`src/rtl/mem_port_arbiter.sv`:
```
// Round-robin arbiter sharing one single-word memory port among NUM_REQ requesters.
// Optional watchdog on the memory access enabled by defining MEM_ARB_TIMEOUT_EN.
module mem_port_arbiter #(
    parameter int NUM_REQ        = 4,
    parameter int ADDR_W         = 32,
    parameter int DATA_W         = 32,
    parameter int TIMEOUT_CYCLES = 64
) (
    input  logic                      clk,
    input  logic                      rst,
    input  logic [NUM_REQ-1:0]        req_r_en,
    input  logic [NUM_REQ-1:0]        req_w_en,
    input  logic [NUM_REQ*ADDR_W-1:0] req_addr,
    input  logic [NUM_REQ*DATA_W-1:0] req_wdata,
    output logic [DATA_W-1:0]         req_rdata,
    output logic [NUM_REQ-1:0]        req_done,
    output logic                      mem_r_en,
    output logic                      mem_w_en,
    output logic [ADDR_W-1:0]         mem_addr,
    output logic [DATA_W-1:0]         mem_wdata,
    input  logic [DATA_W-1:0]         mem_rdata,
    input  logic                      mem_done,
    output logic [NUM_REQ-1:0]        grant,
    output logic                      busy,
    output logic                      err
);

    localparam int IDX_W = (NUM_REQ > 1) ? $clog2(NUM_REQ) : 1;

    typedef enum logic [1:0] {
        IDLE = 2'd0,
        BUSY = 2'd1,
        RESP = 2'd2
    } state_t;

    state_t             state_r;
    logic [IDX_W-1:0]   rr_ptr_r;
    logic [IDX_W-1:0]   idx_r;
    logic [NUM_REQ-1:0] elig_s;
    logic               pick_valid_s;
    logic [IDX_W-1:0]   pick_idx_s;
    logic [NUM_REQ-1:0] pick_onehot_s;
    logic [IDX_W-1:0]   rr_next_s;

`ifdef MEM_ARB_TIMEOUT_EN
    localparam int TMO_W = $clog2(TIMEOUT_CYCLES + 1);
    logic [TMO_W-1:0] tmo_cnt_r;
`endif

    assign elig_s = req_r_en | req_w_en;

    // Round-robin search: scanning downward lets the lowest offset from rr_ptr win.
    always_comb begin
        pick_valid_s = 1'b0;
        pick_idx_s   = '0;
        for (int k = NUM_REQ - 1; k >= 0; k--) begin
            if (elig_s[(int'(rr_ptr_r) + k) % NUM_REQ]) begin
                pick_valid_s = 1'b1;
                pick_idx_s   = IDX_W'((int'(rr_ptr_r) + k) % NUM_REQ);
            end else begin
                pick_valid_s = pick_valid_s;
            end
        end
    end

    // One-hot grant of the winner and the pointer value after the current owner.
    always_comb begin
        pick_onehot_s = {{(NUM_REQ-1){1'b0}}, 1'b1} << pick_idx_s;
        if (idx_r == IDX_W'(NUM_REQ - 1)) begin
            rr_next_s = '0;
        end else begin
            rr_next_s = idx_r + 1'b1;
        end
    end

    // Arbiter FSM with all outputs registered.
    always_ff @(posedge clk or posedge rst) begin
        if (rst) begin
            state_r   <= IDLE;
            rr_ptr_r  <= '0;
            idx_r     <= '0;
            grant     <= '0;
            busy      <= 1'b0;
            err       <= 1'b0;
            req_done  <= '0;
            req_rdata <= '0;
            mem_r_en  <= 1'b0;
            mem_w_en  <= 1'b0;
            mem_addr  <= '0;
            mem_wdata <= '0;
`ifdef MEM_ARB_TIMEOUT_EN
            tmo_cnt_r <= '0;
`endif
        end else begin
            case (state_r)
                IDLE: begin
                    if (pick_valid_s) begin
                        idx_r     <= pick_idx_s;
                        grant     <= pick_onehot_s;
                        busy      <= 1'b1;
                        mem_addr  <= req_addr[pick_idx_s*ADDR_W +: ADDR_W];
                        mem_wdata <= req_wdata[pick_idx_s*DATA_W +: DATA_W];
                        // A write wins when both enables are raised; that case is flagged.
                        mem_w_en  <= req_w_en[pick_idx_s];
                        mem_r_en  <= ~req_w_en[pick_idx_s];
                        if (req_r_en[pick_idx_s] && req_w_en[pick_idx_s]) begin
                            err <= 1'b1;
                        end
`ifdef MEM_ARB_TIMEOUT_EN
                        tmo_cnt_r <= '0;
`endif
                        state_r   <= BUSY;
                    end
                end
                BUSY: begin
                    if (mem_done) begin
                        if (mem_r_en) begin
                            req_rdata <= mem_rdata;
                        end
                        mem_r_en <= 1'b0;
                        mem_w_en <= 1'b0;
                        req_done <= grant;
                        state_r  <= RESP;
                    end
`ifdef MEM_ARB_TIMEOUT_EN
                    else if (tmo_cnt_r == TMO_W'(TIMEOUT_CYCLES - 1)) begin
                        mem_r_en  <= 1'b0;
                        mem_w_en  <= 1'b0;
                        err       <= 1'b1;
                        req_rdata <= '0;
                        req_done  <= grant;
                        state_r   <= RESP;
                    end else begin
                        tmo_cnt_r <= tmo_cnt_r + 1'b1;
                    end
`endif
                end
                RESP: begin
                    req_done <= '0;
                    grant    <= '0;
                    busy     <= 1'b0;
                    rr_ptr_r <= rr_next_s;
                    state_r  <= IDLE;
                end
                default: begin
                    state_r <= IDLE;
                end
            endcase
        end
    end

endmodule
```
`config.mk`:
```
export PLATFORM = sky130hd
export DESIGN_NAME = mem_port_arbiter
export DESIGN_NICKNAME = d
export VERILOG_FILES = /design/src/rtl/mem_port_arbiter.sv
export SDC_FILE = /design/constraint.sdc
export NUM_CORES = 1
export LEC_CHECK = 0
export ABC_AREA = 1
export BUFFER_PORTS_ARGS = -buffer_cell sky130_fd_sc_hd__buf_4
export CAP_MARGIN = 20
export CORE_AREA = 2 2 160 162
export DETAILED_ROUTE_END_ITERATION = 7
export DIE_AREA = 0 0 162 164
export GPL_TIMING_DRIVEN = 0
export HOLD_SLACK_MARGIN = 0.05
export MAX_ROUTING_LAYER = met4
export PLACE_DENSITY = 0.61
export SLEW_MARGIN = 0
export SYNTH_ARGS = -nofsm -noshare
export SYNTH_HDL_FRONTEND = slang
export SYNTH_SLANG_ARGS = --single-unit
```
`constraint.sdc`:
```
create_clock -name clk -period 3.5 [get_ports clk]
set_input_delay 0.7 -clock clk [delete_from_list [all_inputs] [get_ports clk]]
set_output_delay 0.7 -clock clk [all_outputs]
set_load 0.01 [all_outputs]
```
## Word level (Yosys, flattened, before mapping)

Cells that the tools add are included.

| cells by class | value |
|---|---|
| $lt $le $gt $ge | 5 |
| reduce and logical (&&, ||, !) cells | 15 |
| muxes and demuxes | 38 |
| equal/unequal tests | 5 |
| bitwise operators | 5 |
| shifts and indexed selects | 3 |
| $add $sub $neg | 4 |

Operators with widths:

| kind | count |
|---|---|
| $shiftx A128 B8 Y32 | 2 |
| $mux W1 | 17 |
| $pmux W4 S2 | 2 |
| $mux W2 | 7 |
| $bmux W1 S2 | 6 |
| $lt A3 B4 Y1 const B | 3 |
| $reduce_and A3 Y1 | 3 |
| $mux W4 | 2 |
| $reduce_and A2 Y1 | 4 |
| $lt A2 B3 Y1 const B | 2 |
| $pmux W1 S2 | 3 |
| $reduce_bool A2 Y1 | 3 |
| $reduce_or A2 Y1 | 3 |
| $add A2 B1 Y2 const B | 2 |
| $add A2 B2 Y2 const B | 2 |
| $eq A2 B2 Y1 const B | 2 |
| $ne A2 B2 Y1 const B | 2 |
| $or A4 B4 Y4 | 1 |
| $pmux W2 S2 | 1 |
| $shl A1 B2 Y4 const A | 1 |
| $and A1 B1 Y1 const A | 3 |
| $eq A2 B1 Y1 const B | 1 |
| $logic_not A2 Y1 | 1 |
| $logic_and A1 B1 Y1 | 1 |
| $not A1 Y1 | 1 |

| word-level totals | value |
|---|---|
| bits in registers | 114 |
| output and inout port bits | 108 |
| bits of input ports | 299 |
| word-level logic and storage cells | 87 |

## Longest topological paths before layout

| depth | value |
|---|---|
| depth in word-level cells | 15 |
| depth in mapped cells | 18 |
| mapped depth without buffers | 16 |

## Worst setup path before layout

OpenSTA, ideal clock, no wires.

| timing path | value |
|---|---|
| path kind | input -> register |
| start point | input req_r_en[3] |
| end point | register mem_addr[0] |
| stages on the path | 16 |
| arrival time | 2.025 ns |
| required time | 3.383 ns |
| path slack | 1.358 ns |
| setup time | 0.117 ns |
| buffers on the path | 2 |
| cell sequence | nor2_1 > nand2_1 > nand2_1 > inv_2 > nand2_1 > nand2_1 > inv_2 > nand2_1 > nand2_4 > buf_2 > buf_4 > nand3b_1 > nand3_1 > nand2_1 > nand2_1 > nand2_1 |

| between the ends | value |
|---|---|
| longest elaborated chain between the ends | 9 |
| elaborated cells on any way between the ends | 22 |
| those cells by class | shift (1); mux (19); bitwise (1); reduce/logical (1) |

Ends and longest elaborated chain:

| element | RTL line | text |
|---|---|---|
| from (decl) | 11 | `input logic [NUM_REQ-1:0] req_r_en,` |
| $or A4 B4 Y4 * | 50 | `assign elig_s = req_r_en \| req_w_en;` |
| $bmux W1 S2 | 57 | `if (elig_s[(int'(rr_ptr_r) + k) % NUM_REQ]) begin` |
| $mux W1 (implied by the code) (2 in series) | 57 |  |
| $mux W2 / $mux W1 (equally long branches) (4 in series) | 57 |  |
| $shiftx A128 B8 Y32 / $reduce_and A2 Y1 (equally long branches) | n/a |  |
| to (signal assigned) | 101 | `mem_addr <= req_addr[pick_idx_s*ADDR_W +: ADDR_W];` |
| to (decl) | 19 | `output logic [ADDR_W-1:0] mem_addr,` |

Every way passes the cells marked *; elsewhere a longest branch is shown, timed or not. The select of a mux whose other input is x is not followed.
A chain may end at the register's enable or synchronous reset.

## Final worst setup path

| timing path | value |
|---|---|
| start point | register rr_ptr_r[0] |
| end point | register mem_wdata[7] |

| between the ends | value |
|---|---|
| longest elaborated chain between the ends | 9 |
| elaborated cells on any way between the ends | 24 |
| those cells by class | add/sub (3); shift (1); mux (19); reduce/logical (1) |

Ends and longest elaborated chain:

| element | RTL line | text |
|---|---|---|
| from (decl) | 37 | `logic [IDX_W-1:0] rr_ptr_r;` |
| from (signal assigned) | 142 | `rr_ptr_r <= rr_next_s;` |
| $add A2 B2 Y2 | 57, 59 |  |
| $bmux W1 S2 | 57 |  |
| $mux W1 (implied by the code) (2 in series) | 57 |  |
| $mux W2 / $mux W1 (equally long branches) (4 in series) | 57 |  |
| $shiftx A128 B8 Y32 / $reduce_and A2 Y1 (equally long branches) | n/a |  |
| to (signal assigned) | 102 | `mem_wdata <= req_wdata[pick_idx_s*DATA_W +: DATA_W];` |
| to (decl) | 20 | `output logic [DATA_W-1:0] mem_wdata,` |

Parallel ways exist; a longest one is shown, timed or not. The select of a mux whose other input is x is not followed.

==> metrics.txt <==
status=finished clean; Initial Utilization=30.14%; clk_lat worst skew=0.41 ns; Tot GR Track Use=23.58%; share of the yosys chip area belonging to registers=38.14%; grt total ovfl=0; crit-path cells=buf_6 > nand2_1 > nand2_1 > nand2_1 > o31ai_2 > nor2_1 > clkbuf_1 > buf_2 > nand2_1 > nand2_1; vias in the first global route=8583; final setup vio count=0; clock buffer depth=2; Overall Power=11.86 mW; DRC=0; Worst IR Drop VDD=0.0004139 V; WHS=0.3352 ns; via count=8763; Final period util=77.12%; critical path's slowest cell=nor2_1; yosys warns=0; Clock transition at path regs=0.06 ns; most frequent CP cell=nand2_1; post-cts resize count=0; Layout area overhead=55.14%; Final Hold Viols=0; CP endpoint kind=register; die area=26570 um^2; hpwl dp=24850 um; Max-Cap Viols=0; crit-path max FO=10; Syn Inst Count=1112; post-synth net total=1412; Synth area leaders=dfrtp_1 38%, nand2_1 28%, nand3_1 9.7%, nand3b_1 6.5%, mux2_2 4.8%; Die Wd=162 um; Seq cells post-synth=114; Seq. cell area=2853 um^2; CTS Root Cell=clkbuf_16; area of the multi-input gates=3909 um^2; initial antenna violation count=2; antenna-violating nets left=0; first-pass detailed-route iteration total=4; Worst Max-Slew Pin Slew=1.019 ns; fillers=2605; core area=24820 um^2; Netlist Area Pre-Place=7480 um^2; Hold Crit Class=in2async; initial drt markers=436; Pleak=6.642 nW; commonest non-fill, non-tap cells in the layout=563 x nand2_1, 424 x buf_4, 145 x nand3_1; Setup CP Type=reg2reg; critical path's largest stage delay=0.78 ns; port bufs=406; first-pass GRT wire length=46240 um; setup bufs post-CTS=0; Max-slew headroom=31.83%; final slew viol count=0; crit path DAT=3.05 ns; Die H=164 um; fin nets=1840; Total Wirelength=31280 um; largest net degree at the start of global routing=38; TritonCTS buffer count=17; H-tree Lvls=4; RSZ-0062 raised after global routing=no; Setup Skew=0.01309 ns; critical path required time=3.85 ns; CTS Hold Bufs=0; Fmax achieved=370.5 MHz; I/O pin cnt=407; drt wl/cell=16.59 um; startpoint types=register; clk sinks=114; Netlist cell types=25; CTS tree=yes; share of cells above drive strength 1=33.87%; top-area cell type share of the netlist area=38.14%; Period minus WS final=2.699 ns; Synth area leader=dfrtp_1; Site Rows=58; TNS Setup=0 ns; PwrDens=1022 nW/um^2; Mapped Avg Cell Area=6.726 um^2; Via density=4.649; commonest non-fill, non-tap cell in the layout=nand2_1; gpl congestion=0.9293
kinds of logic (layout without fill, tap and decap cells):
group / after synthesis / in the layout / share of synthesized area, %
compound gates: 19 / 19 / 1.639
flops: 114 / 114 / 38.14
fa+ha+maj: 1 / 1 / 0.1673
simple gates: 785 / 785 / 45.63
buf+inv: 161 / 602 / 9.602
mux: 32 / 32 / 4.818
other cells: 0 / 2 / 0
cells in the mapped netlist (all sizes together):
cell and number:
nand2 565, nand3 148, dfrtp 114, inv 87, nand3b 65, buf 49, mux2 32, clkbuf 25
o21ai 9, nor2 7, o22ai 4, o31ai 3, a21oi 2, a21boi 1, ha 1
flip-flops by register name, indices dropped and copies added, names as in the netlist:
signal     flops
mem_wdata     32
err            1
busy           1
idx_r          2
rr_ptr_r       2
mem_r_en       1
mem_addr      32
grant          4
req_rdata     32
state_r        2
mem_w_en       1
req_done       4
area by class of cell:
| cell class | count | share of cell area [%] |
|---|---|---|
| Timing Repair Buffer | 409 | 26.85 |
| Tap cell | 330 | 3.558 |
| Buffer | 74 | 3.375 |
| Clock inverter | 12 | 1.121 |
| Inverter | 87 | 2.847 |
| Clock buffer | 20 | 3.936 |
| Sequential cell | 114 | 24.58 |
| Multi-Input combinational cell | 837 | 33.69 |
| Antenna cell | 2 | 0.04313 |
per-layer routing:
layer	part of all wire [%]	GRT usage [%]
met1	40	26.88
met2	49	40.44
met3	8.1	5.985
met4	2.4	8.126
met5	0	-
power by group:
group / total, mW / internal, mW / leakage (nW) / switching (mW)
combinational: 7.79 / 3.00 / 4.95 / 4.79
clock: 1.75 / 1.09 / 0.287 / 0.661
sequential: 2.33 / 1.98 / 1.41 / 0.350
worst max-delay path, delay by kind of cell (launching register included):
family                 cells  cell delay (ns)
DFF                        1             0.41
and+or+nand+nor            6             1.19
buffers and inverters      3             0.96
AOI/OAI and AO/OA          1             0.08
metrics by stage:
stage	area, um^2	setup slack (ns)	instances	util (%)
2_1_floorplan	7483	1.358	1112	-
3_3_place_gp	10940	0.5071	1848	44.10
3_5_place_dp	11010	0.4891	1851	44.37
4_1_cts	11600	0.7622	1883	46.73
5_1_grt	11600	0.5607	1885	46.75
6_report	11600	0.8009	1885	46.75
worst paths after layout:
| check | from | end | cells after the start | slack (ns) |
|---|---|---|---|---|
| max in group asynchronous | rst | mem_wdata[31]$_DFFE_PP0P_ | 4 | 2.39 |
| worst max-delay path | rr_ptr_r[0]$_DFFE_PP0P_ | mem_wdata[7]$_DFFE_PP0P_ | 10 | 0.80 |
| worst max register to register | rr_ptr_r[0]$_DFFE_PP0P_ | mem_wdata[7]$_DFFE_PP0P_ | 10 | 0.80 |
| min in group clk | mem_wdata[11]$_DFFE_PP0P_ | mem_wdata[11]$_DFFE_PP0P_ | 2 | 0.48 |
| worst min-delay path | rst | req_rdata[27]$_DFFE_PP0P_ | 2 | 0.34 |
| worst min register to register | mem_wdata[11]$_DFFE_PP0P_ | mem_wdata[11]$_DFFE_PP0P_ | 2 | 0.48 |
Note: power is estimated with default switching activity, not from simulation.
